$ cat src/rtl/decoder_pkg.sv
// decoder_pkg: shared types and helpers for the N-to-2^N handshake decoder.
// Optional sweep feature is controlled by the DECODER_SWEEP_EN macro.
package decoder_pkg;

    // Sweep controller states, explicit 2-bit encoding.
    typedef enum logic [1:0] {
        ST_IDLE  = 2'd0,
        ST_SWEEP = 2'd1,
        ST_DONE  = 2'd2
    } state_e;

    // Output word width for an n-bit code.
    function automatic int out_width(input int n);
        return 1 << n;
    endfunction

endpackage : decoder_pkg

$ cat src/rtl/decoder_nto2n_comb.sv
// decoder_nto2n_comb: purely combinational N-bit code + enable -> 2^N one-hot.
// Used by decoder_nto2n_hs (see DECODER_SWEEP_EN there for the sweep option).
module decoder_nto2n_comb
    import decoder_pkg::*;
#(
    parameter int N = 4
) (
    input  logic [N-1:0]              code,
    input  logic                      en,
    output logic [out_width(N)-1:0]   onehot
);

    // Set the single bit addressed by code, or nothing when disabled.
    always_comb begin
        onehot = '0;
        if (en) begin
            onehot[code] = 1'b1;
        end
    end

endmodule : decoder_nto2n_comb

$ cat src/rtl/decoder_nto2n_hs.sv
// decoder_nto2n_hs: registered N-to-2^N one-hot decoder with valid/ready
// handshakes on both sides and a single-entry output register.
// Define DECODER_SWEEP_EN to add the self-driven sweep controller
// (sweep_start / sweep_busy / sweep_done) that walks every output line once.
module decoder_nto2n_hs
    import decoder_pkg::*;
#(
    parameter int N = 4
) (
    input  logic                      clk,
    input  logic                      rst,
    input  logic                      in_valid,
    output logic                      in_ready,
    input  logic [N-1:0]              in_code,
    input  logic                      en,
    output logic                      out_valid,
    input  logic                      out_ready,
    output logic [out_width(N)-1:0]   dout
`ifdef DECODER_SWEEP_EN
    ,
    input  logic                      sweep_start,
    output logic                      sweep_busy,
    output logic                      sweep_done
`endif
);

    localparam int W = out_width(N);

    logic          out_valid_q, out_valid_d;
    logic [W-1:0]  dout_q,      dout_d;
    logic          can_load;     // output register is free this cycle
    logic          sweep_issue;  // sweep controller writes the register this cycle
    logic          load;         // register takes a new decoded word
    logic [N-1:0]  sel_code;
    logic          sel_en;
    logic [W-1:0]  dec_word;

    assign can_load = !out_valid_q || out_ready;

`ifdef DECODER_SWEEP_EN
    state_e        state_q, state_d;
    logic [N-1:0]  cnt_q,   cnt_d;

    assign sweep_issue = (state_q == ST_SWEEP) && can_load;
    // Sweep request wins over an external code presented in the same cycle.
    assign in_ready    = (state_q == ST_IDLE) && !sweep_start && can_load;
    assign sel_code    = sweep_issue ? cnt_q : in_code;
    assign sel_en      = sweep_issue ? 1'b1  : en;
    assign sweep_busy  = (state_q == ST_SWEEP);
    assign sweep_done  = (state_q == ST_DONE);

    // Sweep controller next state: start, walk all codes, one-cycle DONE.
    always_comb begin
        // NOTE: every variable gets a default first so no path leaves it unassigned (no latch).
        state_d = state_q;
        cnt_d   = cnt_q;
        case (state_q)
            ST_IDLE: begin
                if (sweep_start) begin
                    state_d = ST_SWEEP;
                    cnt_d   = '0;
                end
            end
            ST_SWEEP: begin
                if (can_load) begin
                    cnt_d = cnt_q + N'(1);
                    if (cnt_q == '1) begin
                        state_d = ST_DONE;
                    end
                end
            end
            ST_DONE: begin
                state_d = ST_IDLE;
            end
            default: begin
                state_d = ST_IDLE;
            end
        endcase
    end

    // Sweep controller registers with synchronous reset.
    always_ff @(posedge clk) begin
        if (rst) begin
            state_q <= ST_IDLE;
            cnt_q   <= '0;
        end else begin
            state_q <= state_d;
            cnt_q   <= cnt_d;
        end
    end
`else
    assign sweep_issue = 1'b0;
    assign in_ready    = can_load;
    assign sel_code    = in_code;
    assign sel_en      = en;
`endif

    decoder_nto2n_comb #(
        .N (N)
    ) u_comb (
        .code   (sel_code),
        .en     (sel_en),
        .onehot (dec_word)
    );

    assign load = (in_valid && in_ready) || sweep_issue;

    // Output register next value: load, drain on consumer accept, else hold.
    always_comb begin
        out_valid_d = out_valid_q;
        dout_d      = dout_q;
        if (load) begin
            out_valid_d = 1'b1;
            dout_d      = dec_word;
        end else if (out_valid_q && out_ready) begin
            out_valid_d = 1'b0;
            dout_d      = '0;
        end
    end

    // Output register with synchronous reset; pending word is discarded on reset.
    always_ff @(posedge clk) begin
        // NOTE: non-blocking assignments so every flop samples pre-edge values together.
        if (rst) begin
            out_valid_q <= 1'b0;
            dout_q      <= '0;
        end else begin
            out_valid_q <= out_valid_d;
            dout_q      <= dout_d;
        end
    end

    assign out_valid = out_valid_q;
    assign dout      = dout_q;

endmodule : decoder_nto2n_hs

$ cat config.mk
export PLATFORM = sky130hd
export DESIGN_NAME = decoder_nto2n_hs
export DESIGN_NICKNAME = d
export VERILOG_FILES = /design/src/rtl/decoder_pkg.sv /design/src/rtl/decoder_nto2n_comb.sv /design/src/rtl/decoder_nto2n_hs.sv
export SDC_FILE = /design/constraint.sdc
export NUM_CORES = 1
export LEC_CHECK = 0
export CORE_ASPECT_RATIO = 0.8
export CORE_UTILIZATION = 30
export CTS_CLUSTER_SIZE = 10
export DETAILED_ROUTE_END_ITERATION = 16
export MAX_ROUTING_LAYER = met4
export PLACE_DENSITY = 0.66
export SLEW_MARGIN = 20
export SYNTH_ARGS = -nofsm -noshare
export SYNTH_HDL_FRONTEND = slang
export SYNTH_SLANG_ARGS = --single-unit
$ cat constraint.sdc
create_clock -name clk -period 2.7 [get_ports clk]
set_input_delay 0.54 -clock clk [delete_from_list [all_inputs] [get_ports clk]]
set_output_delay 0.54 -clock clk [all_outputs]
set_load 0.02 [all_outputs]
* Word-level counts from Yosys, hierarchy flattened
Cells that the tools add are included.
** Operators by class
- Order comparisons :: 2
- Multiplexer cells :: 7
- Reductions and logical operators :: 6
** Operators with widths (count)
- $mux W16 :: 3
- $lt A4 B5 Y1 const B :: 1
- $demux W1 S4 :: 1
- $ge A4 B1 Y1 const B :: 1
- $logic_and A1 B1 Y1 :: 3
- $mux W1 :: 3
- $reduce_bool A2 Y1 :: 1
- $logic_not A1 Y1 :: 1
- $logic_or A1 B1 Y1 :: 1
** Storage, ports and cells
- Bits in registers :: 17
- Bits of input ports :: 9
- Word-level logic and storage cells :: 17

* Longest topological paths before layout
Gate-level depths: netlist of run 1.
- Depth after elaboration :: 6
- Mapped depth :: 5
- Depth with buffers taken out :: 3

* By module
A second synthesis of run 1 with hierarchy kept.
** Unflattened totals
- Cells, all modules :: 114
- Area total of the unflattened synthesis :: 1108.6 um^2
** Modules (own cells, without submodules)
- decoder_nto2n_hs :: times used 1, cells an instance 91, area each 991.0 um^2, sequential area each 340.3 um^2
- decoder_nto2n_comb :: times used 1, cells an instance 23, area each 117.6 um^2, sequential area each 0.0 um^2

* Worst setup path before layout of run 1
OpenSTA, ideal clock, no wires.
- Path type :: input to output
- Start :: in out_ready
- End :: out in_ready
- Data arrival time :: 1.004 ns
- Slack :: 1.156 ns
- Stages :: 3
- Path buffers :: 2
- Cell sequence :: nand2b_1 -> buf_4 -> buf_2
** Between the ends
- Longest elaborated chain between the ends :: 1
** Ends and longest elaborated chain
- from (decl) :: line decoder_nto2n_hs.sv:17 : input logic out_ready,
- $logic_or A1 B1 Y1 :: line decoder_nto2n_hs.sv:38 : assign can_load = !out_valid_q || out_ready;
- to (decl) :: line decoder_nto2n_hs.sv:13 : output logic in_ready,
No other way between the ends.

* Final worst setup path of run 1
Same ends and word-level chain as after synthesis.

==> results of run 1 <==
==> state kept, by name, summed over array words and instances (netlist names) <==
register	flops
dout	16
out_valid	1
==> power by group through the flow <==
stage	clock network, mW	logic, mW	registers, mW
2_1_floorplan	0	0.0323	0.265
3_3_place_gp	0	0.0580	0.261
3_5_place_dp	0	0.0601	0.261
4_1_cts	0.137	0.0604	0.255
5_1_grt	0.151	0.0646	0.256
6_report	0.134	0.0603	0.255
==> cell type report <==
type | instances | area, sq um | area share, %
clock buffer | 4 | 26.28 | 2.635
inverter | 1 | 3.754 | 0.3764
multi-input combinational | 60 | 320.3 | 32.12
sequential | 17 | 340.3 | 34.13
tap | 25 | 31.28 | 3.137
timing repair buffer | 28 | 275.3 | 27.60
==> cell families (layout without fill, tap and decap cells) <==
kind of cell           Yosys count  in the layout  share of synthesized area (%)
DFF                             17             17                          47.89
muxes                            1              1                          1.936
and+or+nand+nor                 42             42                          30.64
AOI/OAI and AO/OA               17             17                          12.50
buffers and inverters            8             33                          7.040
==> metrics by stage <==
step	cell area, sq um	util [%]	hold slack [ns]	total power, mW	cells
final	997.2	45.41	0.4551	0.4492	135
after floorplan	710.7	-	0.5283	0.2970	85
after detailed placement	970.9	44.22	0.4428	0.3213	131
after CTS	997.2	45.41	0.4560	0.4525	135
after global placement	970.9	44.22	0.4409	0.3192	131
after global routing	997.2	45.41	0.4819	0.4712	135
==> worst reg2reg max path: cells and delay by family (launching register included) <==
family / cells / cell delay, ns
AOI/OAI and AO/OA: 1 / 0.12
buffers and inverters: 1 / 0.24
DFF: 1 / 0.39
muxes: 1 / 0.22
and+or+nand+nor: 1 / 0.08
==> worst max path at each step <==
stage                to  slack (ns)  cells past startpoint
6_report       in_ready        0.39                      3
5_1_grt        in_ready        0.36                      3
4_1_cts        in_ready        0.39                      3
3_5_place_dp   in_ready        0.39                      3
3_3_place_gp   in_ready        0.41                      3
2_1_floorplan  in_ready        1.16                      3
==> synthesized netlist by cell type <==
master / number / share of area [%]
nor2_1: 2 / 1.1
nor2b_1: 4 / 3.5
buf_2: 1 / 0.70
nand2b_1: 1 / 0.88
and2_1: 3 / 2.6
inv_1: 1 / 0.53
a21oi_2: 1 / 1.2
dfxtp_1: 17 / 48
clkbuf_1: 1 / 0.53
mux2i_2: 1 / 1.9
buf_4: 3 / 3.2
buf_6: 1 / 1.6
a21oi_1: 16 / 11
nand4_1: 16 / 14
buf_1: 1 / 0.53
nand2_1: 16 / 8.5
==> per-layer routing <==
metal / global-route usage, % / up-vias / wire (microns)
met3: 3.693 / 5 / 74
met5: - / - / 0
li1: - / 348 / -
met1: 19.10 / 293 / 855
met2: 20.71 / 21 / 706
met4: 7.317 / 0 / 33
==> results by group, run 1 <==
Finish
  • Layout Nets: 120
  • Filler cells: 233
  • Diodes inserted: 0
  • Most frequent cells in the layout: clkdlybuf4s50_1, dfxtp_1, nand2_1, nand4_1, a21oi_1
  • Layout cells sized above 1: 6.364%
  • P&R area growth vs syn: 40.32%
  • Most common cell after layout, fill and taps aside: clkdlybuf4s50_1

Floorplan
  • Placement Rows: 15
  • Die area: 2569 sq um
  • Core ar.: between 2000 and 2500 sq um
  • Die W: approximately 56 microns
  • I/O pin cnt: 27
  • Initial core utilization: around 32%
  • Die height: around 46 microns

Timing
  • Clock Skews: 0.007857 ns
  • Fmax: 433.7 MHz
  • RSZ-0062 raised after global routing: no
  • Final min period: ~2.3 ns
  • Max transition margin: 60.93%
  • Final setup fails: 0
  • Worst Slack Setup Final: ~0.4 ns
  • Final Hold Viols: 0
  • Fin crit share: between 80% and 90%
  • Fin. max-slew vios: 0
  • Worst slew pin tran: roughly 0.58 ns
  • Setup TNS: 0 ns

Worst setup path
  • R2R Path End: dout[14]
  • Critical Path Fanout Max: 2
  • Cell Chain, Critical Path: clkdlybuf4s50_1 -> nand2b_1 -> clkdlybuf4s50_1
  • Bufs and invs on worst path: 2
  • Critical path data required time: about 2.2 ns
  • Critical Path Max Stage Delay: roughly 0.6 ns
  • Reg-to-Reg Start: out_valid
  • CP Launch Point: out_ready
  • Most frequent CP cell: clkdlybuf4s50_1
  • CP arrival: 1.77 ns
  • CP endpoint kind: primary output
  • Slowest CP cell: clkdlybuf4s50_1
  • R2R Setup Slk: around 1.6 ns
  • Startpoint Class: input port
  • Top cell family by delay on the critical path: buffers and inverters
  • Path depth of the worst reg2reg path: 4
  • Worst Setup Path Type: in2out

Power and ir drop
  • Comb pwr share: between 10 and 15%
  • PD cells: around 450 nW/um^2
  • Power Internal: 0.3364 mW
  • Net Switching: about 0.11 mW
  • Leakage power: between 0.3 and 0.4 nW
  • Sequential share of power: approximately 57%
  • Peak VDD IR: approximately 0.00028 V
  • Clock share of power: between 20 and 30%
  • Sw Share: around a quarter

Place
  • Routability congestion estimate: between 0.7 and 0.8
  • Worst slack, placed: 0.3876 ns
  • I/O Buffers: 26
  • Detail Placement HPWL: about 1200 microns

Synth
  • FF+latch count, synth: 17
  • Synth Area per Inst: approximately 8.4 sq um
  • Synthesized net count: 94
  • Cells after Synth: 85
  • Yosys synthesis warning count: 0
  • Post-synth cell types: 16
  • Sequential area share after synthesis: a little under half
  • Cell Area, Synth: about 700 sq um

Clock tree
  • Later-pin clock latency in the skew report: 0.29 ns
  • Htree depth: 1
  • Number of setup buffers added after CTS: 0
  • CTS-repair resized insts: 0
  • Max clock buf depth: 2
  • Cts bufs inserted: 3
  • CTS tree: built
  • Post-CTS Hold Fix Bufs: 0
  • Reg clk slew, reported paths: ~0.09 ns
  • Root Buffer: clkbuf_4
  • CTS sink cnt: 17

Routing
  • Initial DRC count: 5
  • Vias: 667
  • DRC: 0
  • ANT nets after route: 0
  • Final WL: between 1500 and 2000 microns
  • Drt pass-1 iters: 3
  • WL/cell: ~12 microns
  • Post-DR vias/cell: a little under 5

Min path
  • Min-delay worst type: reg2reg
  • Hold-critical path depth: 2
  • Hold path endpoint: dout[4]
  • HP Start: dout[4]

Global route
  • Initial antenna violation count: 0
  • GRT Overall Usage: between 10% and 20%
  • Largest net degree at the start of global routing: 18
  • First-pass GRT wire length: approximately 2700 microns
  • Total congestion overflow: 0
  • Vias in the first global route: ~610

Run status
  • Outcome: complete, no violations

Flow run
  • Max-cap violations: 0
Power figures use the tool's default switching activity.
==> run 2: changes to the inputs <==
--- a/config.mk
+++ b/config.mk
@@ -9,7 +9,6 @@
 export CORE_UTILIZATION = 30
 export CTS_CLUSTER_SIZE = 10
 export DETAILED_ROUTE_END_ITERATION = 16
-export MAX_ROUTING_LAYER = met4
 export PLACE_DENSITY = 0.66
 export SLEW_MARGIN = 20
 export SYNTH_ARGS = -nofsm -noshare
==> results by group, run 2 (synthesis gave the netlist of run 1 again) <==
Floorplan
  • Placement Rows: 15
  • Die area: ~2600 sq um
  • Core ar.: 2196 sq um
  • Die height: around 46 microns
  • Initial core utilization: between 30% and 40%
  • I/O pin cnt: 27
  • Die W: 56.42 microns

Timing
  • Final setup fails: 0
  • Final min period: 2.304 ns
  • Clock Skews: 0.007957 ns
  • Max transition margin: around three fifths
  • Final Hold Viols: 0
  • Setup TNS: 0 ns
  • Fin crit share: between 80% and 90%
  • Worst slew pin tran: about 0.58 ns
  • RSZ-0062 raised after global routing: no
  • Fin. max-slew vios: 0
  • Fmax: between 400 and 500 MHz
  • Worst Slack Setup Final: ~0.4 ns

Routing
  • Final WL: around 1700 microns
  • Vias: 666
  • WL/cell: around 12 microns
  • Post-DR vias/cell: slightly below 5
  • DRC: 0
  • Drt pass-1 iters: 3
  • Initial DRC count: 5
  • ANT nets after route: 0

Global route
  • Largest net degree at the start of global routing: 18
  • GRT Overall Usage: 14.06%
  • Vias in the first global route: a little over 600
  • Total congestion overflow: 0
  • First-pass GRT wire length: roughly 2700 microns
  • Initial antenna violation count: 0

Clock tree
  • Cts bufs inserted: 3
  • CTS tree: built
  • CTS-repair resized insts: 0
  • Post-CTS Hold Fix Bufs: 0
  • Root Buffer: clkbuf_4
  • CTS sink cnt: 17
  • Reg clk slew, reported paths: approximately 0.090 ns
  • Max clock buf depth: 2
  • Number of setup buffers added after CTS: 0
  • Htree depth: 1
  • Later-pin clock latency in the skew report: 0.29 ns

Flow run
  • Max-cap violations: 0

Place
  • Placed cell count: roughly 130
  • Routability congestion estimate: 0.7863
  • Detail Placement HPWL: about 1200 microns
  • I/O Buffers: 26
  • Worst slack, placed: between 0.3 and 0.4 ns

Worst setup path
  • Critical path depth: 3
  • Slowest CP cell: clkdlybuf4s50_1
  • Critical Path Fanout Max: 2
  • CP arrival: between 1.5 and 2 ns
  • Top cell family by delay on the critical path: buffers and inverters
  • Startpoint Class: input port
  • Bufs and invs on worst path: 2
  • Critical path data required time: approximately 2.2 ns
  • Critical Path Max Stage Delay: 0.61 ns
  • Worst Setup Path Type: in2out
  • CP endpoint kind: primary output
  • Path depth of the worst reg2reg path: 4
  • Cell Chain, Critical Path: clkdlybuf4s50_1 -> nand2b_1 -> clkdlybuf4s50_1
  • Most frequent CP cell: clkdlybuf4s50_1

Power and ir drop
  • Tot Pwr: 0.4493 mW
  • PD cells: ~450 nW/um^2
  • Peak VDD IR: 0.0002798 V
  • Leakage power: between 0.3 and 0.4 nW

Finish
  • Max FFs per register: 16
  • Diodes inserted: 0
  • Layout cells sized above 1: around 6.4%
  • Fin cells: around 140
  • Most frequent cells in the layout: clkdlybuf4s50_1, dfxtp_1, nand2_1, nand4_1, a21oi_1
  • P&R area growth vs syn: 40.32%
  • Fin util: between 40 and 50%
  • Most common cell after layout, fill and taps aside: clkdlybuf4s50_1
  • Layout Nets: between 100 and 150

Run status
  • Outcome: complete, no violations

Min path
  • Hold-critical path depth: 2
  • Min-delay worst type: reg2reg
==> run 2: cell counts in the layout (fill, tap and decap cells not counted) <==
Identical to the previous run, type by type.
==> run 2: through the flow <==
| stage | area, sq um | hold slack, ns |
|---|---|---|
| floorplan | 710.7 | 0.5283 |
| global placement | 970.9 | 0.4409 |
| detailed placement | 970.9 | 0.4428 |
| CTS | 997.2 | 0.4560 |
| global route | 997.2 | 0.4819 |
| finish | 997.2 | 0.4551 |
==> run 2: final cells by class <==
cell class                 instances  area [sq um]
timing repair buffer              28         275.3
inverter                           1         3.754
sequential                        17         340.3
fill                             233          1199
multi-input combinational         60         320.3
clock buffer                       4         26.28
tap                               25         31.28
==> run 2: worst register-to-register path: cells and delay by family, from the launching register on <==
kind,cells,cell delay [ns]
flip-flops,1,0.39
buffers and inverters,1,0.24
multiplexers,1,0.22
AO/OA/AOI/OAI,1,0.12
AND/OR/NAND/NOR,1,0.08
==> run 2: path summary, 6_finish.rpt <==
path	start	endpoint	slack (ns)
max	out_ready	in_ready	0.40
min	dout[4]	dout[4]	0.46
max reg2reg	out_valid	dout[14]	1.57
min reg2reg	dout[4]	dout[4]	0.46
==> run 2: per-layer routing <==
metal  share of wire (%)  track usage, %  vias to the layer above  routed length (microns)
li1                    -               -                      348                        -
met3                 5.0           3.977                        5                       84
met5                   0               0                        -                        0
met4                 2.0           7.317                        0                       33
met1                  51           18.93                      292                      849
met2                  42           20.71                       21                      704
==> run 2: where the power goes <==
group	switching, mW	internal (mW)	leakage, nW
Clock	0.0762	0.0575	0.0150
Sequential	0.00194	0.253	0.137
Combinational	0.0348	0.0254	0.166
